**src/rtl/serial_deframer_pkg.sv**
```systemverilog
// Shared definitions for serial_deframer: FSM state encodings and line levels.
package serial_deframer_pkg;

  typedef enum logic [1:0] {
    StIdle   = 2'd0,
    StData   = 2'd1,
    StParity = 2'd2,
    StStop   = 2'd3
  } state_e;

  localparam logic StartBit = 1'b0;
  localparam logic StopBit  = 1'b1;

endpackage

```
**src/rtl/sipo_shift.sv**
```systemverilog
// Serial-in parallel-out shift register; new bits enter at the MSB and move toward bit 0.
module sipo_shift #(
  parameter int unsigned WIDTH = 4
) (
  input  logic             clk,
  input  logic             rst,
  input  logic             clear,
  input  logic             shift_en,
  input  logic             din,
  output logic [WIDTH-1:0] q
);

  always_ff @(posedge clk or posedge rst) begin
    if (rst) begin
      q <= '0;
    end else if (clear) begin
      q <= '0;
    end else if (shift_en) begin
      q <= {din, q[WIDTH-1:1]};
    end
  end

endmodule

```
**src/rtl/serial_deframer.sv**
```systemverilog
// Framed serial receiver: start(0), WIDTH data bits LSB first, optional even parity, stop(1).
// Define DEFRAMER_PARITY_EN to build the parity stage; otherwise par_err is constant 0.
module serial_deframer
  import serial_deframer_pkg::*;
#(
  parameter int unsigned WIDTH = 4
) (
  input  logic             clk,
  input  logic             rst,
  input  logic             din,
  output logic [WIDTH-1:0] dout,
  output logic             dout_valid,
  output logic             frame_err,
  output logic             par_err,
  output logic             busy
);

  localparam int unsigned CntW = (WIDTH > 1) ? $clog2(WIDTH) : 1;
  localparam logic [CntW-1:0] CntMax = CntW'(WIDTH - 1);

  state_e            state_q, state_d;
  logic [CntW-1:0]   cnt_q, cnt_d;
  logic [WIDTH-1:0]  shift_q;
  logic [WIDTH-1:0]  dout_q, dout_d;
  logic              dout_valid_q, dout_valid_d;
  logic              frame_err_q, frame_err_d;
  logic              par_err_q, par_err_d;
  logic              shift_en, clear;
  logic              par_bad;

  sipo_shift #(
    .WIDTH(WIDTH)
  ) u_sipo (
    .clk     (clk),
    .rst     (rst),
    .clear   (clear),
    .shift_en(shift_en),
    .din     (din),
    .q       (shift_q)
  );

`ifdef DEFRAMER_PARITY_EN
  logic par_bad_q;

  // Even parity: data XOR parity bit must be 0; result is held for the stop cycle.
  always_ff @(posedge clk or posedge rst) begin
    if (rst) begin
      par_bad_q <= 1'b0;
    end else if (state_q == StParity) begin
      par_bad_q <= (^shift_q) ^ din;
    end
  end

  assign par_bad = par_bad_q;
`else
  assign par_bad = 1'b0;
`endif

  always_comb begin
    state_d      = state_q;
    cnt_d        = cnt_q;
    dout_d       = dout_q;
    dout_valid_d = 1'b0;
    frame_err_d  = 1'b0;
    par_err_d    = 1'b0;
    shift_en     = 1'b0;
    clear        = 1'b0;
    case (state_q)
      StIdle: begin
        if (din == StartBit) begin
          state_d = StData;
          cnt_d   = '0;
          clear   = 1'b1;
        end
      end
      StData: begin
        shift_en = 1'b1;
        if (cnt_q == CntMax) begin
          cnt_d = '0;
`ifdef DEFRAMER_PARITY_EN
          state_d = StParity;
`else
          state_d = StStop;
`endif
        end else begin
          cnt_d = cnt_q + 1'b1;
        end
      end
      StParity: begin
        state_d = StStop;
      end
      StStop: begin
        state_d     = StIdle;
        frame_err_d = (din != StopBit);
        par_err_d   = par_bad;
        if ((din == StopBit) && !par_bad) begin
          dout_d       = shift_q;
          dout_valid_d = 1'b1;
        end
      end
      default: begin
        state_d = StIdle;
      end
    endcase
  end

  always_ff @(posedge clk or posedge rst) begin
    if (rst) begin
      state_q      <= StIdle;
      cnt_q        <= '0;
      dout_q       <= '0;
      dout_valid_q <= 1'b0;
      frame_err_q  <= 1'b0;
      par_err_q    <= 1'b0;
    end else begin
      state_q      <= state_d;
      cnt_q        <= cnt_d;
      dout_q       <= dout_d;
      dout_valid_q <= dout_valid_d;
      frame_err_q  <= frame_err_d;
      par_err_q    <= par_err_d;
    end
  end

  assign dout       = dout_q;
  assign dout_valid = dout_valid_q;
  assign frame_err  = frame_err_q;
  assign par_err    = par_err_q;
  assign busy       = (state_q != StIdle);

endmodule

```
**config.mk**
```make
export PLATFORM = sky130hd
export DESIGN_NAME = serial_deframer
export DESIGN_NICKNAME = d
export VERILOG_FILES = /design/src/rtl/serial_deframer_pkg.sv /design/src/rtl/sipo_shift.sv /design/src/rtl/serial_deframer.sv
export SDC_FILE = /design/constraint.sdc
export NUM_CORES = 1
export LEC_CHECK = 0
export ABC_AREA = 1
export BUFFER_PORTS_ARGS = -buffer_cell sky130_fd_sc_hd__buf_2
export CAP_MARGIN = 10
export CORE_MARGIN = 4
export CORE_UTILIZATION = 40
export CTS_CLUSTER_DIAMETER = 30
export CTS_CLUSTER_SIZE = 14
export DETAILED_ROUTE_END_ITERATION = 16
export PLACE_DENSITY = 0.61
export REMOVE_ABC_BUFFERS = 1
export SYNTH_ARGS = -nofsm -noshare
export SYNTH_HDL_FRONTEND = slang
export SYNTH_SLANG_ARGS = --single-unit
```
**constraint.sdc**
```tcl
create_clock -name clk -period 1.3 [get_ports clk]
set_input_delay 0.195 -clock clk [delete_from_list [all_inputs] [get_ports clk]]
set_output_delay 0.195 -clock clk [all_outputs]
set_load 0.01 [all_outputs]
```
# --- Word-level counts from Yosys, hierarchy flattened ---
# Cells that the tools add are included.
op_classes:
  bitwise: 1
  mux: 14
  addsub: 1
  n_eq_ne: 6
  n_reduce_logical: 7
op_table:
  columns: ["cell", "count"]
  rows:
  - ["$mux 2", 4]
  - ["$mux 4", 2]
  - ["$pmux 2 s4", 1]
  - ["$eq 2x2->1 const B", 3]
  - ["$mux 1", 6]
  - ["$reduce_and 2->1", 3]
  - ["$reduce_bool 2->1", 3]
  - ["$ne 2x2->1 const B", 2]
  - ["$pmux 2 s2", 1]
  - ["$add 2x1->2 const B", 1]
  - ["$eq 2x1->1 const B", 1]
  - ["$logic_not 2->1", 1]
  - ["$not 1->1", 1]
totals:
  out_inout_bits: 8
  in_bits: 3
  ff_bits: 14
  word_cells: 35

# --- Logic depth before layout (Yosys ltp) ---
logic_depth:
  ltp_word: 4
  depth_mapped: 7
  mapped_depth_nobuf: 7

# --- Modules after synthesis ---
# From an unflattened synthesis, not the netlist that was laid out.
unflattened:
  hier_cells: 78
  area_unflattened_um2: 650.6
modules_own_cells:
  columns: ["module", "seq_area_each_um2", "n_inst", "cells_per_inst", "area_per_inst_um2"]
  rows:
  - ["serial_deframer", 250.2, 1, 59, 486.7]
  - ["sipo_shift", 100.1, 1, 19, 163.9]

# --- Least setup slack after synthesis ---
# OpenSTA, ideal clock, no wires.
synth_timing:
  path_kind: "reg2reg"
  start: "register state_q[1]"
  end: "register cnt_q[0]"
  t_required_ps: 1184
  t_arrival_ps: 1016
  path_buffers: 0
  slack_ps: 167
  stages_incl_launch_ff: 8
  period_less_slack_ps: 1133
  setup_ps: 116
  path_cell_list: "dfrtp_1 > inv_1 > ha_1 > inv_1 > nand2_1 > nand2_1 > nand2_1 > nand2_1"
synth_via:
  elab_chain_len: 3
  word_cells_on_any_way: 6
  cone_classes: "eq/ne (2); mux (1); reduce/logical (3)"
synth_rtl:
  columns: ["element", "line_no", "rtl"]
  rows:
  - ["start, declared", "serial_deframer.sv:21", "state_e state_q, state_d;"]
  - ["start signal, assigned", "serial_deframer.sv:109", "state_q <= StIdle;"]
  - ["start signal, assigned", "serial_deframer.sv:116", "state_q <= state_d;"]
  - ["$eq 2x1->1 or $logic_not 2->1 (tied branches)", "serial_deframer.sv:68", "case (state_q)"]
  - ["$reduce_bool 2->1 (no source line) or $ne 2x2->1 (tied branches)", null, null]
  - ["$reduce_and 2->1 (no source line)", null, null]
  - ["end signal, assigned", "serial_deframer.sv:117", "cnt_q <= cnt_d;"]
  - ["end, declared", "serial_deframer.sv:22", "logic [CntW-1:0] cnt_q, cnt_d;"]
# Parallel ways exist; a longest one is shown, timed or not.
# A chain may end at the register's enable or synchronous reset.

# --- Worst setup path in the final report ---
layout_timing:
  start: "register state_q[1]"
  end: "output busy"
layout_via:
  elab_chain_len: 1
layout_rtl:
  columns: ["element", "line_no", "rtl"]
  rows:
  - ["$reduce_bool 2->1", "serial_deframer.sv:129", "assign busy = (state_q != StIdle);"]
  - ["end, declared", "serial_deframer.sv:15", "output logic busy"]
# Every way passes these cells.

==> qor.txt <==
CTS Sinks - 14
crit path from - state_q[1]$_DFFE_PP0P_
antenna-violating nets left - 0
kind of critical path - register to primary output
Final Cell Area - 793.3 um^2
CTS tree - done
status - finished, final reports clean
Post-Layout Cell Count - 106
post-synthesis sequential area ratio - 54.47%
syn_area_per_cell - 8.691 um^2
Rows - 14
Synth Instances - 74
Root Driver - clkbuf_4
Fin Hold WS - 0.1140 ns
worst setup margin - 0.04866 ns
Final min period - 1.251 ns
worst r2r src - state_q[0]$_DFFE_PP0P_
hpwl dp - 795.9 um
Yosys warning total - 0
CP bufs+invs - 3
Cell Area, Placed - 700.7 um^2
latest clock arrival within the worst-skew pair - 0.28 ns
Worst path most repeated cell - inv_2
CP max stage cell - dfrtp_1
RSZ-0062 raised after global routing - true
final period utilization - 96.26%
FMAX - 799.1 MHz
Layout area overhead - 23.35%
clock buffer depth - 2
clk slew on worst S/H paths - 0.09 ns
Placer Congestion - 0.7824
Max-slew headroom - 65.88%
P_leak - 0.4542 nW
1st-iter DRT viols - 12
Yosys cell types - 11
maxcap violations - 0
reg-to-reg slack, setup - 0.11 ns
worst slew pin tran - 0.5112 ns
Power Density - 2499 mW/mm^2
vias per inst - 4.623
Slew Viols, Final - 0
number of cells on the critical path - 4
die area - 0.002313 mm^2
H-tree depth - 1
top post-synthesis cells by area - dfrtp_1 54%, nand2_1 15%, ha_1 9.7%
worst vdd ir - 0.001154 V
GRT Util Overall - 12.48%
Core Region - 0.001506 mm^2
share of cells above drive strength 1 - 26.67%
worst path cell trace - inv_2, ha_4, inv_2, buf_6
Remaining DRCs - 0
final net count - 99
initial core utilization - 42.69%
area share of the largest cell type after synthesis - 54.47%
Worst setup SP type - register
R2R cell count - 6
Post-Syn Area - 643.1 um^2
worst flop-to-flop path endpoint - dout[1]$_DFFE_PP0P_
I/O pin count - 11
Vias - 490
initial antenna violation count - 0
crit end category - primary output
Final Hold Vio Count - 0
Clock Skew - 0.0006687 ns
pre-CTS WS - 0.1339 ns
CP endpoint - busy
Routed wire per std cell - 10.71 um
worst min-delay path category - primary input to register
Yosys reg bits - 14
first-pass GRT wire length - 1897 um
# setup viols final - 0
largest net degree at the start of global routing - 15
Die Span X - 48.10 um
Detailed Routing Iterations Pass 1 - 4
Yosys top cell by area - dfrtp_1
gr ovfl total - 0
Inserted Diodes - 0
Crit path max-delay family - flip-flops
Port Buffer Count - 9
Worst Path Arrival - 1.06 ns
max incr delay on CP - 0.40 ns
Placed Cells incl. Taps - 98
vias in the first global route - 435
TritonCTS buffer count - 3
Die Ht - 48.10 um
# fillers - 145
Worst Path Max Fanout - 3
final WL - 1135 um
Data required, critical path - 1.11 ns
## synthesized netlist by cell type
| cell type | count |
|---|---|
| o21ai_0 | 4 |
| dfrtp_1 | 14 |
| nand2_1 | 25 |
| ha_1 | 5 |
| inv_2 | 1 |
| nand3_1 | 6 |
| nand2_4 | 1 |
| buf_4 | 1 |
| conb_1 | 1 |
| inv_1 | 8 |
| nor2_1 | 8 |
## layer usage
layer  global-route usage, %  part of all wire [%]  routed length [um]  vias up
li1                        -                     -                   -      255
met1                   15.53                    48                 549      218
met2                   17.94                    43                 483       13
met3                   3.690                   6.7                  76        4
met4                   9.677                   2.3                  26        0
met5                       0                     0                   0        -
## flip-flops by register name, indices dropped and copies added, names as in the netlist
name / cells
dout: 4
u_sipo.q: 4
cnt_q: 2
state_q: 2
dout_valid: 1
frame_err: 1
## where the power goes
| part | total (mW) | switching [mW] | internal (mW) |
|---|---|---|---|
| clock | 0.315 | 0.145 | 0.170 |
| combinational | 0.923 | 0.525 | 0.398 |
| sequential | 0.745 | 0.111 | 0.634 |
| total | 1.98 | 0.781 | 1.20 |
## kinds of logic after synthesis
| kind of cell | count (synthesis) | synth area share, % |
|---|---|---|
| AOI/OAI and AO/OA | 4 | 3.113 |
| adders and majority gates | 5 | 9.728 |
| DFF | 14 | 54.48 |
| buffers and inverters | 10 | 6.420 |
| other | 1 | 0.5831 |
| and+or+nand+nor | 40 | 25.68 |
## layout by cell type, fill, tap and decap left out, drive strengths merged
cell type    instances
buf                 12
clkbuf               4
conb                 1
dfrtp               14
dlygate4sd3          1
ha                   5
inv                  9
nand2               26
nand3                6
nor2                 8
o21ai                4
## layout make-up
| cell class | count | area [um^2] | area share (%) |
|---|---|---|---|
| Tap cell | 16 | 20.02 | 2.524 |
| Multi-Input combinational cell | 50 | 269.0 | 33.91 |
| Clock buffer | 4 | 36.28 | 4.574 |
| Sequential cell | 14 | 350.3 | 44.16 |
| Timing Repair Buffer | 13 | 83.83 | 10.57 |
| Inverter | 9 | 33.78 | 4.259 |
## metrics by stage
step	setup TNS [ns]	power [mW]	utilization (%)
finish	0	1.982	52.66
global route	-0.01690	2.211	52.66
CTS	0	1.939	51.41
detailed placement	0	1.525	46.51
global placement	0	1.515	46.51
floorplan	0	1.306	-
## worst register-to-register path, cell delays in order (launching register included)
cell     delay, ns
dfrtp_1       0.41
buf_4         0.16
ha_1          0.23
nand2_2       0.13
inv_2         0.07
nand2_1       0.05
nand2_1       0.05
## how the worst min path moves through the flow
stage                                 to  slack, ns  cells past startpoint  from
floorplan           cnt_q[0]$_DFFE_PP0P_       0.08                      1   rst
global placement    cnt_q[1]$_DFFE_PP0P_       0.25                      2   rst
detailed placement  cnt_q[1]$_DFFE_PP0P_       0.25                      2   rst
CTS                  frame_err$_DFF_PP0_       0.09                      2   din
global route         frame_err$_DFF_PP0_       0.09                      2   din
finish               frame_err$_DFF_PP0_       0.11                      2   din
## timing repair
item                                   CTS  global route
pin swaps                                0             1
gates resized for setup                  4             4
setup buffers                            2             1
setup endpoints to repair                1             7
endpoints found under the hold margin   14             0
hold buffers                             1             0
Note: power is estimated with default switching activity, not from simulation.
